--- config.mk ---
export PLATFORM = sky130hd
export DESIGN_NAME = tpu_seq_ctrl
export DESIGN_NICKNAME = d
export VERILOG_FILES = /design/src/rtl/tpu_pkg.sv /design/src/rtl/tpu_result_bank.sv /design/src/rtl/tpu_seq_ctrl.sv
export SDC_FILE = /design/constraint.sdc
export NUM_CORES = 1
export LEC_CHECK = 0
export ABC_AREA = 1
export CAP_MARGIN = 20
export CORE_UTILIZATION = 35
export CTS_CLUSTER_DIAMETER = 120
export CTS_CLUSTER_SIZE = 16
export DETAILED_ROUTE_END_ITERATION = 8
export DONT_BUFFER_PORTS = 1
export PLACE_DENSITY = 0.6
export SYNTH_ARGS = -nofsm -noshare
export SYNTH_HDL_FRONTEND = slang
export SYNTH_SLANG_ARGS = --single-unit
--- constraint.sdc ---
create_clock -name caravel_wb_clk_i -period 2.1 [get_ports caravel_wb_clk_i]
set_input_delay 0.525 -clock caravel_wb_clk_i [delete_from_list [all_inputs] [get_ports caravel_wb_clk_i]]
set_output_delay 0.525 -clock caravel_wb_clk_i [all_outputs]
set_load 0.005 [all_outputs]
--- src/rtl/tpu_pkg.sv ---
// rtl/tpu_pkg.sv - shared constants and state encoding for the systolic-array sequencer
package tpu_pkg;

    localparam int ARRAY_SIZE = 3;
    localparam int DATA_W     = 8;
    localparam int ACC_W      = 16;
    localparam int N_ROWS     = 3;
    localparam int PIPE_LAT   = 2;
    localparam int IDX_W      = 4;

    typedef enum logic [2:0] {
        IDLE,
        LOAD_W,
        STREAM,
        FLUSH,
        DONE
    } state_e;

endpackage

--- src/rtl/tpu_result_bank.sv ---
// rtl/tpu_result_bank.sv - per-column result capture with registered read port
// Optional ReLU clamp on capture when TPU_SEQ_RELU_EN is defined.
module tpu_result_bank #(
    parameter int ARRAY_SIZE = tpu_pkg::ARRAY_SIZE,
    parameter int ACC_W      = tpu_pkg::ACC_W,
    parameter int N_ROWS     = tpu_pkg::N_ROWS,
    parameter int ROW_W      = $clog2(tpu_pkg::N_ROWS)
) (
    input  logic                               clk_i,
    input  logic                               rst_ni,
    input  logic                               clear_i,
    input  logic [ARRAY_SIZE-1:0]              wr_en_i,
    input  logic [ARRAY_SIZE-1:0][ROW_W-1:0]   wr_row_i,
    input  logic [ARRAY_SIZE-1:0][ACC_W-1:0]   wr_data_i,
    input  logic                               rd_en_i,
    input  logic [tpu_pkg::IDX_W-1:0]          rd_idx_i,
    output logic [ACC_W-1:0]                   rd_data_o
);
    import tpu_pkg::*;

    localparam int N_RES = N_ROWS * ARRAY_SIZE;

    logic [N_RES-1:0][ACC_W-1:0]      mem_q;
    logic [ACC_W-1:0]                 rd_data_q;
    logic [ARRAY_SIZE-1:0][ACC_W-1:0] wr_val;

    always_comb begin
        for (int k = 0; k < ARRAY_SIZE; k++) begin
`ifdef TPU_SEQ_RELU_EN
            wr_val[k] = wr_data_i[k][ACC_W-1] ? '0 : wr_data_i[k];
`else
            wr_val[k] = wr_data_i[k];
`endif
        end
    end

    always_ff @(posedge clk_i or negedge rst_ni) begin
        if (!rst_ni) begin
            mem_q     <= '0;
            rd_data_q <= '0;
        end else begin
            if (clear_i) begin
                mem_q <= '0;
            end else begin
                for (int k = 0; k < ARRAY_SIZE; k++) begin
                    if (wr_en_i[k]) begin
                        mem_q[IDX_W'(int'(wr_row_i[k]) * ARRAY_SIZE + k)] <= wr_val[k];
                    end
                end
            end
            if (rd_en_i) begin
                rd_data_q <= (int'(rd_idx_i) < N_RES) ? mem_q[rd_idx_i] : '0;
            end
        end
    end

    assign rd_data_o = rd_data_q;

endmodule

--- src/rtl/tpu_seq_ctrl.sv ---
// rtl/tpu_seq_ctrl.sv - job sequencer feeding weights/rows into the 3x3 systolic array
// Build option: TPU_SEQ_RELU_EN (clamps negative results to zero in tpu_result_bank).
module tpu_seq_ctrl #(
    parameter int ARRAY_SIZE = tpu_pkg::ARRAY_SIZE,
    parameter int DATA_W     = tpu_pkg::DATA_W,
    parameter int ACC_W      = tpu_pkg::ACC_W,
    parameter int N_ROWS     = tpu_pkg::N_ROWS,
    parameter int PIPE_LAT   = tpu_pkg::PIPE_LAT
) (
    input  logic                                    caravel_wb_clk_i,
    input  logic                                    caravel_wb_rst_n_i,
    input  logic                                    start_i,
    input  logic                                    abort_i,
    output logic                                    busy_o,
    output logic                                    done_o,
    input  logic                                    w_valid_i,
    output logic                                    w_ready_o,
    input  logic [31:0]                             w_data_i,
    input  logic                                    in_valid_i,
    output logic                                    in_ready_o,
    input  logic [ARRAY_SIZE*DATA_W-1:0]            in_data_i,
    output logic                                    sa_en_o,
    output logic [ARRAY_SIZE*ARRAY_SIZE*DATA_W-1:0] sa_w_o,
    output logic [ARRAY_SIZE*DATA_W-1:0]            sa_in_o,
    input  logic [ACC_W-1:0]                        sa_o1_i,
    input  logic [ACC_W-1:0]                        sa_o2_i,
    input  logic [ACC_W-1:0]                        sa_o3_i,
    input  logic                                    rd_en_i,
    input  logic [tpu_pkg::IDX_W-1:0]               rd_idx_i,
    output logic [ACC_W-1:0]                        rd_data_o
);
    import tpu_pkg::*;

    localparam int EN_TOTAL = N_ROWS + ARRAY_SIZE - 1 + PIPE_LAT;
    localparam int CNT_W    = $clog2(EN_TOTAL + 1);
    localparam int ROW_W    = $clog2(N_ROWS);
    localparam int COL_W    = $clog2(ARRAY_SIZE);
    localparam int LANE_W   = ARRAY_SIZE * DATA_W;

    state_e                         state_q, state_d;
    logic [COL_W-1:0]               w_cnt_q, w_cnt_d;
    logic [ROW_W-1:0]               row_cnt_q, row_cnt_d;
    logic [CNT_W-1:0]               en_cnt_q, en_cnt_d;
    logic                           sa_en_q, sa_en_d;
    logic [LANE_W-1:0]              sa_in_q, sa_in_d;
    logic [ARRAY_SIZE*LANE_W-1:0]   sa_w_q, sa_w_d;
    logic [CNT_W:0]                 issued;
    logic                           bank_clr;
    logic                           unused_w_hi;

    logic [ARRAY_SIZE-1:0]              cap_en;
    logic [ARRAY_SIZE-1:0][ROW_W-1:0]   cap_row;
    logic [ARRAY_SIZE-1:0][ACC_W-1:0]   cap_data;

    assign unused_w_hi = ^w_data_i[31:LANE_W];

    always_comb begin
        state_d   = state_q;
        w_cnt_d   = w_cnt_q;
        row_cnt_d = row_cnt_q;
        en_cnt_d  = en_cnt_q;
        sa_en_d   = 1'b0;
        sa_in_d   = '0;
        sa_w_d    = sa_w_q;
        bank_clr  = 1'b0;
        // enabled cycles already handed to the array, including the one presented now
        issued    = {1'b0, en_cnt_q} + {{CNT_W{1'b0}}, sa_en_q};
        if (sa_en_q) begin
            en_cnt_d = en_cnt_q + CNT_W'(1);
        end
        if (abort_i) begin
            state_d   = IDLE;
            w_cnt_d   = '0;
            row_cnt_d = '0;
            en_cnt_d  = '0;
        end else begin
            case (state_q)
                IDLE, DONE: begin
                    if (start_i) begin
                        state_d   = LOAD_W;
                        w_cnt_d   = '0;
                        row_cnt_d = '0;
                        en_cnt_d  = '0;
                        bank_clr  = 1'b1;
                    end
                end
                LOAD_W: begin
                    if (w_valid_i) begin
                        sa_w_d[w_cnt_q*LANE_W +: LANE_W] = w_data_i[LANE_W-1:0];
                        if (w_cnt_q == COL_W'(ARRAY_SIZE - 1)) begin
                            state_d = STREAM;
                            w_cnt_d = '0;
                        end else begin
                            w_cnt_d = w_cnt_q + COL_W'(1);
                        end
                    end
                end
                STREAM: begin
                    if (in_valid_i) begin
                        sa_en_d = 1'b1;
                        sa_in_d = in_data_i;
                        if (row_cnt_q == ROW_W'(N_ROWS - 1)) begin
                            state_d   = FLUSH;
                            row_cnt_d = '0;
                        end else begin
                            row_cnt_d = row_cnt_q + ROW_W'(1);
                        end
                    end
                end
                FLUSH: begin
                    sa_en_d = (issued < (CNT_W+1)'(EN_TOTAL));
                    if (sa_en_q && en_cnt_q == CNT_W'(EN_TOTAL - 1)) begin
                        state_d = DONE;
                    end
                end
                default: state_d = IDLE;
            endcase
        end
    end

    always_ff @(posedge caravel_wb_clk_i or negedge caravel_wb_rst_n_i) begin
        if (!caravel_wb_rst_n_i) begin
            state_q   <= IDLE;
            w_cnt_q   <= '0;
            row_cnt_q <= '0;
            en_cnt_q  <= '0;
            sa_en_q   <= 1'b0;
            sa_in_q   <= '0;
            sa_w_q    <= '0;
        end else begin
            state_q   <= state_d;
            w_cnt_q   <= w_cnt_d;
            row_cnt_q <= row_cnt_d;
            en_cnt_q  <= en_cnt_d;
            sa_en_q   <= sa_en_d;
            sa_in_q   <= sa_in_d;
            sa_w_q    <= sa_w_d;
        end
    end

    // Column k emits row r = e - PIPE_LAT - k during enabled cycle e.
    assign cap_data = {sa_o3_i, sa_o2_i, sa_o1_i};

    always_comb begin
        for (int k = 0; k < ARRAY_SIZE; k++) begin
            cap_en[k]  = sa_en_q
                         && ({1'b0, en_cnt_q} >= (CNT_W+1)'(PIPE_LAT + k))
                         && ({1'b0, en_cnt_q} <  (CNT_W+1)'(PIPE_LAT + k + N_ROWS));
            cap_row[k] = ROW_W'({1'b0, en_cnt_q} - (CNT_W+1)'(PIPE_LAT + k));
        end
    end

    tpu_result_bank #(
        .ARRAY_SIZE (ARRAY_SIZE),
        .ACC_W      (ACC_W),
        .N_ROWS     (N_ROWS),
        .ROW_W      (ROW_W)
    ) u_bank (
        .clk_i      (caravel_wb_clk_i),
        .rst_ni     (caravel_wb_rst_n_i),
        .clear_i    (bank_clr),
        .wr_en_i    (cap_en),
        .wr_row_i   (cap_row),
        .wr_data_i  (cap_data),
        .rd_en_i    (rd_en_i),
        .rd_idx_i   (rd_idx_i),
        .rd_data_o  (rd_data_o)
    );

    assign busy_o     = (state_q == LOAD_W) || (state_q == STREAM) || (state_q == FLUSH);
    assign done_o     = (state_q == DONE);
    assign w_ready_o  = (state_q == LOAD_W);
    assign in_ready_o = (state_q == STREAM);
    assign sa_en_o    = sa_en_q;
    assign sa_in_o    = sa_in_q;
    assign sa_w_o     = sa_w_q;

endmodule

==> Implementation_results.wiki <==
{| class="wikitable"
! Metric !! Value
|-
| Outcome || complete, but fails checks
|-
| Violated checks || negative hold slack
|-
| Floorplan core area || 0.0454 sq mm
|-
| DRC || 0
|-
| Crit end category || flop
|-
| Critical path cell sequence || inv_1, ha_1, nand2_1, inv_1, nor2_2, inv_1, buf_4, nor2_1, nor2_1, o21ai_0
|-
| Worst skew pair latency || 550 ps
|-
| Critical Setup Path Class || flop to flop
|-
| Global-route wire length before repair || 94400 um
|-
| Measured slew at the worst slew-check pin || 814 ps
|-
| Total count of hold-check failures in the final report || 267
|-
| Maximum vdd drop || 0.881 mV
|-
| Average wire per standard cell || 22.1 um
|-
| Aggregate global-route resource usage || 0.260
|-
| Power per Cell Area || 789 mW/mm^2
|-
| CP most frequent cell || inv_1
|-
| Synth warnings || 0
|-
| CTS H-Tree Depth || 1
|-
| Routability congestion estimate || 0.911
|-
| CP max FO || 10
|-
| Final core utilization || 0.395
|-
| Slowest stage delay, CP || 380 ps
|-
| Library cell occupying the most area in the post-synthesis netlist || dfrtp_1
|-
| Area Growth Syn to Fin || 11.5%
|-
| Core Rows || 78
|-
| Wire length after detailed routing || 62300 um
|-
| Final hold slack || -306 ps
|-
| Number of enable-type register cells in the synthesized netlist || 0
|-
| Bufs on Longest Clock Path || 3
|-
| Worst slew margin relative to its limit || 0.457
|-
| Number of antenna violations at the first check in global routing || 1
|-
| Proportion of synthesized chip area in sequential cells || 0.416
|-
| RSZ-0062 raised after global routing || yes
|-
| Leading cell types by total area after synthesis || dfrtp_1 (42%), o21ai_0 (12%), nand2_1 (12%)
|-
| Total die area || 0.0468 sq mm
|-
| Ports placed on the boundary || 232
|-
| Number of buffers created by CTS || 20
|-
| Critical register-to-register path startpoint || w_cnt_q[0]
|-
| R2R setup slack || 70 ps
|-
| Area share of the largest cell type after synthesis || 0.416
|-
| Post-synthesis instance total || 2257
|-
| Type of origin of the critical path || flop
|-
| Clock Sink Count || 267
|-
| Reported max-cap violation count || 0
|-
| Worst min path class || input port to async pin
|-
| Total non-filler cell area in the finished layout || 0.0179 sq mm
|-
| Post-route fraction of the period consumed by the critical path || 0.964
|-
| Total grt overflow || 0
|-
| Setup total negative slack || 0 ps
|-
| Final net count || 2352
|-
| Logic depth of the worst register-to-register path || 10
|-
| Flip-flop and latch count after synthesis || 267
|-
| Most repeated cell in the gate-level netlist after synthesis || nand2_1
|-
| DR vias || 16.6k
|-
| Setup-failing EPs final || 0
|-
| Syn Std Cell Area || 0.0161 sq mm
|-
| Maximum clock frequency || 0.494 GHz
|-
| Starting density of the core || 0.354
|-
| Number of global-route vias before repair || 15.5k
|-
| Die height || 216 um
|-
| Number of buffer cells added on primary ports || 0
|-
| Req. time, crit path || 2540 ps
|-
| Number of DRC markers after the initial detailed-route iteration || 1924
|-
| Per-instance average area after synthesis || 7.12 sq um
|-
| Fraction of final layout cells with drive strength greater than 1 || 0.0805
|-
| Distinct cell type count of the synthesized netlist || 36
|-
| Final Power || 14100 uW
|-
| Cell with the largest stage delay on the worst path || dfrtp_1
|-
| Post-place instance area || 0.0172 sq mm
|-
| Maximum number of pins on one net before global-route repair || 268
|-
| Final slew viol count || 0
|-
| Number of routed nets with antenna violations || 0
|-
| Clock transition at the registers of the reported paths || 80 ps
|-
| Static leakage || 0.00777 uW
|-
| Arrival time of the worst setup path || 2460 ps
|-
| First drt pass iteration count || 6
|-
| Top cells by instance count after synthesis || nand2_1 (518), o21ai_0 (389), a21oi_1 (281)
|-
| Critical register-to-register path endpoint || sa_w_o[55]
|-
| Clock tree root buffer cell || clkbuf_16
|-
| Chip width || 216 um
|-
| Final min period || 2030 ps
|-
| Worst clock skew || 36.0 ps
|-
| Nets in the synthesized netlist || 2386
|-
| Synth Flop Type || dfrtp_1
|-
| Drt via density || 5.86
|-
| Clock tree from TritonCTS || done
|-
| HPWL after DPL || 40000 um
|-
| Share of synthesized flip-flops with an asynchronous set or reset || 1.00
|}
cell usage in the layout (no fill, tap or decap), types with 10 or more instances in the layout:
cell type,instances
o21ai_1,29
dfrtp_1,267
buf_4,78
ha_1,12
buf_12,25
inv_1,157
o21ai_0,389
nand3_1,158
nand4_1,11
a22oi_1,10
o211ai_1,71
nand3b_1,17
nor2_4,11
inv_2,17
nand2_1,517
nor2_1,93
clkbuf_16,22
a21oi_1,281
how the worst max path moves through the flow:
stage | slack [ps] | end | start
floorplan | 5 | sa_w_o[0] | w_cnt_q[0]
global placement | -3 | u_bank.mem_q[137] | en_cnt_q[0]
detailed placement | -60 | u_bank.mem_q[140] | en_cnt_q[0]
CTS | 50 | u_bank.mem_q[63] | en_cnt_q[0]
global route | -50 | sa_w_o[37] | w_cnt_q[1]
finish | 70 | sa_w_o[55] | w_cnt_q[0]
kinds of logic (layout without fill, tap and decap cells):
family,Yosys count,after routing,share of synthesized area
flip-flops,267,267,0.416
AO/OA/AOI/OAI,803,803,0.267
XOR/XNOR,2,2,0.00109
AND/OR/NAND/NOR,828,828,0.219
adder cells (fa/ha/maj),14,14,0.0109
buffers and inverters,343,309,0.0858
other,0,1,0
timing repair:
action,4_1_cts,5_1_grt
gates resized for setup,2,11
pin swaps,1,0
endpoints found under the hold margin,267,267
buffers inserted,2,3
cloned,2,1
endpoints found under the setup margin,42,133
registers in the layout, indices dropped and copies added, names as in the netlist:
signal,flops
u_bank.rd_data_o,16
w_cnt_q,2
u_bank.mem_q,144
sa_en_o,1
en_cnt_q,3
sa_in_o,24
row_cnt_q,2
sa_w_o,72
state_q,3
through the flow:
step                instances  hold WS (ps)  worst slack, ps
CTS                      2819          -323             51.7
global route             2823          -326            -54.1
detailed placement       2793           257            -59.1
finish                   2824          -306             74.7
floorplan                2257           229             4.68
global placement         2793           257            -2.78
critical path: cells and delay by family (launching register included):
family	cells	cell delay (ps)
adder cells (fa/ha/maj)	1	290
AND/OR/NAND/NOR	4	510
flip-flops	1	380
AO/OA/AOI/OAI	1	180
buffers and inverters	4	570
metal layers:
metal / vias up / track usage / share of wire
li1: 7551 / - / -
met1: 7812 / 0.341 / 0.39
met2: 1023 / 0.409 / 0.45
met3: 175 / 0.0595 / 0.11
met4: 0 / 0.118 / 0.050
met5: - / 0 / 0
layout make-up:
type | instances | area (sq um)
well taps | 600 | 751
clock inverters | 1 | 7.51
multi-input cells | 1647 | 8050
flip-flops and latches | 267 | 6680
fillers | 4677 | 27500
inverters | 178 | 673
diodes | 1 | 2.50
clock buffers | 21 | 526
repair buffers | 109 | 1230
power by group:
group | internal, uW | total, uW | leakage [uW] | switching [uW]
combinational | 1510 | 3980 | 0.00386 | 2470
sequential | 5900 | 6450 | 0.00365 | 556
clock | 1770 | 3700 | 0.000259 | 1930
total | 9180 | 14100 | 0.00777 | 4960
No activity file was read; power rests on OpenSTA's default activity.
